### src/rtl/rf_write_arbiter.sv
// Two-source writeback arbiter for the single register-file write port.
// One holding buffer per source, round-robin grant, same-register writes kept in acceptance order.
module rf_write_arbiter #(
    parameter int DATA_W  = 16,
    parameter int ADDR_W  = 4,
    parameter bit DROP_R0 = 1'b1
) (
    input  logic              clk,
    input  logic              rst,
    input  logic              req0_valid,
    output logic              req0_ready,
    input  logic [ADDR_W-1:0] req0_id,
    input  logic [DATA_W-1:0] req0_data,
    input  logic              req1_valid,
    output logic              req1_ready,
    input  logic [ADDR_W-1:0] req1_id,
    input  logic [DATA_W-1:0] req1_data,
    output logic              wr_en,
    output logic [ADDR_W-1:0] wr_id,
    output logic [DATA_W-1:0] wr_data,
    input  logic [ADDR_W-1:0] rd_id_a,
    input  logic [ADDR_W-1:0] rd_id_b,
    output logic              hazard_a,
    output logic              hazard_b,
    output logic              busy
);

    logic [1:0]        req_valid;
    logic [ADDR_W-1:0] req_id [2];
    logic [DATA_W-1:0] req_data [2];

    logic [1:0]        hold_v_reg;
    logic [ADDR_W-1:0] hold_id_reg [2];
    logic [DATA_W-1:0] hold_data_reg [2];
    logic              rr_reg;
    logic              older_reg;

    logic [1:0] grant;
    logic [1:0] ready;
    logic [1:0] accept;
    logic [1:0] remain;
    logic [1:0] match_a;
    logic [1:0] match_b;

    assign req_valid   = {req1_valid, req0_valid};
    assign req_id[0]   = req0_id;
    assign req_id[1]   = req1_id;
    assign req_data[0] = req0_data;
    assign req_data[1] = req1_data;

    // Grant is suppressed during reset so that in-flight holds are never written.
    always_comb begin
        grant = 2'b00;
        if (!rst) begin
            unique case (hold_v_reg)
                2'b01: grant = 2'b01;
                2'b10: grant = 2'b10;
                2'b11: begin
                    if (hold_id_reg[0] != hold_id_reg[1])
                        grant = rr_reg ? 2'b10 : 2'b01;
                    else
                        grant = older_reg ? 2'b10 : 2'b01;
                end
                default: grant = 2'b00;
            endcase
        end
    end

    generate
        for (genvar gi = 0; gi < 2; gi++) begin : g_hold
            assign ready[gi]   = ~rst & (~hold_v_reg[gi] | grant[gi]);
            assign accept[gi]  = req_valid[gi] & ready[gi];
            assign remain[gi]  = hold_v_reg[gi] & ~grant[gi];
            assign match_a[gi] = hold_v_reg[gi] & (hold_id_reg[gi] == rd_id_a);
            assign match_b[gi] = hold_v_reg[gi] & (hold_id_reg[gi] == rd_id_b);

            always_ff @(posedge clk) begin
                if (rst) begin
                    hold_v_reg[gi] <= 1'b0;
                end else if (accept[gi]) begin
                    // Writes to R0 complete the handshake but never occupy the buffer.
                    hold_v_reg[gi]    <= !(DROP_R0 && (req_id[gi] == '0));
                    hold_id_reg[gi]   <= req_id[gi];
                    hold_data_reg[gi] <= req_data[gi];
                end else if (grant[gi]) begin
                    hold_v_reg[gi] <= 1'b0;
                end
            end
        end
    endgenerate

    always_ff @(posedge clk) begin
        if (rst) begin
            rr_reg    <= 1'b0;
            older_reg <= 1'b0;
        end else begin
            if (|grant)
                rr_reg <= grant[0];
            // Simultaneous acceptance ties go to the load source as the older entry.
            if (&accept)
                older_reg <= 1'b1;
            else if (accept[0])
                older_reg <= remain[1];
            else if (accept[1])
                older_reg <= ~remain[0];
        end
    end

    assign req0_ready = ready[0];
    assign req1_ready = ready[1];
    assign wr_en      = |grant;
    assign wr_id      = grant[1] ? hold_id_reg[1]   : (grant[0] ? hold_id_reg[0]   : '0);
    assign wr_data    = grant[1] ? hold_data_reg[1] : (grant[0] ? hold_data_reg[0] : '0);
    assign hazard_a   = |match_a;
    assign hazard_b   = |match_b;
    assign busy       = |hold_v_reg;

endmodule

### config.mk
export PLATFORM = sky130hd
export DESIGN_NAME = rf_write_arbiter
export DESIGN_NICKNAME = d
export VERILOG_FILES = /design/src/rtl/rf_write_arbiter.sv
export SDC_FILE = /design/constraint.sdc
export NUM_CORES = 1
export LEC_CHECK = 0
export ABC_AREA = 1
export CAP_MARGIN = 20
export CORE_UTILIZATION = 55
export DETAILED_ROUTE_END_ITERATION = 10
export DONT_BUFFER_PORTS = 1
export PLACE_DENSITY_LB_ADDON = 0.2
export RECOVER_POWER = 25
export SLEW_MARGIN = 20
export SYNTH_ARGS = -nofsm -noshare
export SYNTH_HDL_FRONTEND = slang
export SYNTH_SLANG_ARGS = --single-unit
### constraint.sdc
create_clock -name clk -period 2.7 [get_ports clk]
set_input_delay 0.81 -clock clk [delete_from_list [all_inputs] [get_ports clk]]
set_output_delay 0.81 -clock clk [all_outputs]
set_load 0.02 [all_outputs]
==> summary.md <==
| Metric | Value |
|---|---|
| Min-Delay Path Class | `flop to flop` |
| Ys async rst share | `0%` |
| Worst-path clk slew | `0.08 ns` |
| Hold_buf cts | `0` |
| CTS Sinks | `44` |
| Yosys Warn Count | `0` |
| Post-synth top area cell | `edfxtp_1` |
| Wire per inst | `16.8 um` |
| Vias | `1,438` |
| Top_reg_cell synth | `edfxtp_1` |
| Global-route wire length before repair | `6580 um` |
| Setup WS post-layout | `-0.0881 ns` |
| Hpwl dp | `2860 um` |
| Post-synth EDFFs | `40` |
| CTS max path bufs | `2` |
| RR Startpoint | `hold_id_reg[0][7]` |
| Synthesis-to-finish area growth | `24.6%` |
| Flip-flop and latch count after synthesis | `44` |
| Most frequent cell after synthesis | `edfxtp_1` |
| Leak | `1.03 nW` |
| Final Hold Fails | `0` |
| Syn_area_per_cell | `11.8 sq um` |
| Largest cells by area after synthesis | `edfxtp_1 (56%), xnor2_1 (6.5%), o21ai_2 (6.1%)` |
| Antenna violations before repair | `0` |
| DR pass1 iterations | `4` |
| Max reg flops | `32` |
| Largest net degree at the start of global routing | `21` |
| Critical Path AT | `1.98 ns` |
| RR Endpoint | `hold_data_reg[0][13]` |
| Diode count | `0` |
| Post-synthesis sequential area ratio | `59.4%` |
| Max-cap violations | `0` |
| Worst Hold Depth | `2` |
| Peak VDD IR | `0.464 mV` |
| Worst-case clock skew | `0.0105 ns` |
| Max_slew headroom | `60.6%` |
| Residual DRC | `0` |
| Count of pins over their slew limit | `0` |
| Crit path largest cell delay | `0.43 ns` |
| Nets@finish | `267` |
| Cell area after synthesis | `2160 sq um` |
| Fin crit period | `2.79 ns` |
| DR iter-0 viols | `47` |
| Post-synth top area share | `55.7%` |
| Final hold slack | `0.513 ns` |
| GRT Overall Usage | `22.1%` |
| Io pins | `78` |
| Setup crit end kind | `primary output` |
| Vias in the first global route | `1,379` |
| Die W | `64.6 um` |
| Delay-heaviest family, CP | `simple AND/OR/NAND/NOR gates` |
| Maximum clock rate | `359 MHz` |
| FF-to-FF setup slack | `0.36 ns` |
| Mapped Cells | `183` |
| Chip height | `64.6 um` |
| Crit path buf inv count | `3` |
| Via density per instance | `5.45` |
| Worst hold path endpoint | `rr_reg` |
| Layout cell share with drive strength beyond 1 | `36.6%` |
| Antenna Nets Post-Route | `0` |
| Final Cell Area | `2690 sq um` |
| Clk Latency, worst-skew pair | `0.29 ns` |
| Post-synth top cells | `edfxtp_1 (40), nand2_1 (30), inv_1 (29), xnor2_1 (16), o21ai_2 (15)` |
| Crit-path cells | `inv_2 -> nand2_2 -> nand2_2 -> nor2_4 -> nand3_1 -> nand3_4 -> buf_4 -> buf_4 -> a21oi_2 -> nor2_1` |
| Net Count, Synth | `235` |
| Startpoint types | `flop` |
| GRT overflow | `0` |
| Worst EP required | `1.89 ns` |
| Htree depth | `2` |
| Slowest CP cell | `edfxtp_1` |
| Final number of setup-violating endpoints | `21` |
| Count of cell types in the netlist | `27` |
| Fin crit share | `103%` |
| CTS Buf Count | `5` |
| Root buf cell | `clkbuf_8` |
| Min-Delay Startpoint | `rr_reg` |
| Routed WL | `4430 um` |
| FILL cells | `257` |
| Row Count | `22` |
| Pwr dens | `571 nW/um^2` |
| Final Wtd Congestion | `0.934` |
| Slew @ Worst Pin | `0.589 ns` |
| Outcome | `finished, violations left` |
| Failing checks | `setup timing` |
| Initial core utilization | `58.0%` |
| Post-DP Area | `2190 sq um` |
| Area occupied by multi-input gates | `866 sq um` |
| RSZ-0062 raised after global routing | `yes` |
| Core box area | `3720 sq um` |
| Worst reg2reg path depth | `10` |
| CP Class | `flop to primary output` |
| FF/Latch Area | `1280 sq um` |
| CP Max Fanout | `3` |
| Die area | `4170 sq um` |
| CTS tree | `built` |
| Number of buffers added on ports | `0` |
==> routing by layer <==
layer  track usage (%)  vias up  wire [um]
li1                  -      684          -
met2              39.7       87       2360
met1              23.0      663       1590
met5                 0        -          0
met4              8.33        0         44
met3              8.80        4        436
==> final cells by class <==
type	count	area share [%]
Clock buffer	6	2.70
Clock inverter	2	1.30
Inverter	32	4.75
Multi-Input combinational cell	105	32.2
Sequential cell	44	47.7
Tap cell	48	2.24
Timing Repair Buffer	27	9.04
==> through the flow <==
| stage | setup WS (ns) | instances | setup TNS (ns) | power, mW | utilization [%] |
|---|---|---|---|---|---|
| floorplan | 0.00868 | 183 | 0 | 0.972 | - |
| global placement | 0.0570 | 233 | 0 | 0.988 | 58.8 |
| detailed placement | -0.0335 | 233 | -0.0585 | 0.994 | 58.8 |
| CTS | -0.0584 | 257 | -0.890 | 1.53 | 69.8 |
| global route | -0.228 | 264 | -3.57 | 1.59 | 72.3 |
| finish | -0.0881 | 264 | -1.06 | 1.53 | 72.3 |
==> worst register-to-register path: cells and delay by family, from the launching register on <==
| family | cells | cell delay, ns |
|---|---|---|
| compound gates | 1 | 0.45 |
| simple gates | 6 | 0.70 |
| buf+inv | 3 | 0.46 |
| flops | 1 | 0.42 |
==> power breakdown <==
part	leakage, nW	total (mW)	switching (mW)	internal (mW)
clock network	0.0552	0.477	0.203	0.274
logic	0.565	0.257	0.160	0.0976
registers	0.408	0.799	0.0183	0.781
total	1.03	1.53	0.381	1.15
==> layout by cell type, fill, tap and decap left out, drive strengths merged <==
cell,netlist,layout
bufinv,0,1
inv,32,32
edfxtp,40,40
nor3,1,1
nand2,38,38
nor2,9,9
o211ai,2,2
or4,1,1
xnor2,16,16
dfxtp,4,4
clkbuf,0,6
a21oi,2,2
a31oi,1,1
buf,3,27
o41ai,1,1
o22ai,6,6
nand4,4,4
nand3,6,8
o21ai,16,16
clkinv,0,1
==> cells by family (layout without fill, tap and decap cells) <==
group | after synthesis | in the layout | share of synthesized area (%)
AO/OA/AOI/OAI | 28 | 28 | 10.7
buffers and inverters | 36 | 67 | 9.17
XOR/XNOR | 16 | 16 | 6.50
flip-flops | 44 | 44 | 59.4
AND/OR/NAND/NOR | 59 | 61 | 14.2
==> worst max path at each step <==
stage | cells after the start | startpoint | slack, ns | to
6_report | 10 | hold_id_reg[0][2] | -0.09 | req1_ready
4_1_cts | 9 | hold_id_reg[0][2] | -0.06 | wr_data[14]
5_1_grt | 10 | hold_id_reg[0][7] | -0.23 | wr_data[15]
2_1_floorplan | 4 | rst | 0.009 | wr_data[15]
3_3_place_gp | 10 | hold_id_reg[0][2] | 0.06 | wr_data[15]
3_5_place_dp | 10 | hold_id_reg[0][2] | -0.03 | wr_id[0]
==> repair_timing <==
| item | 4_1_cts | 5_1_grt |
|---|---|---|
| gates cloned | 2 | 0 |
| pin swaps | 2 | 11 |
| resized for setup | 24 | 12 |
| setup endpoints to repair | 20 | 22 |
| buffers inserted | 14 | 7 |
(Power assumes the default switching activity.)
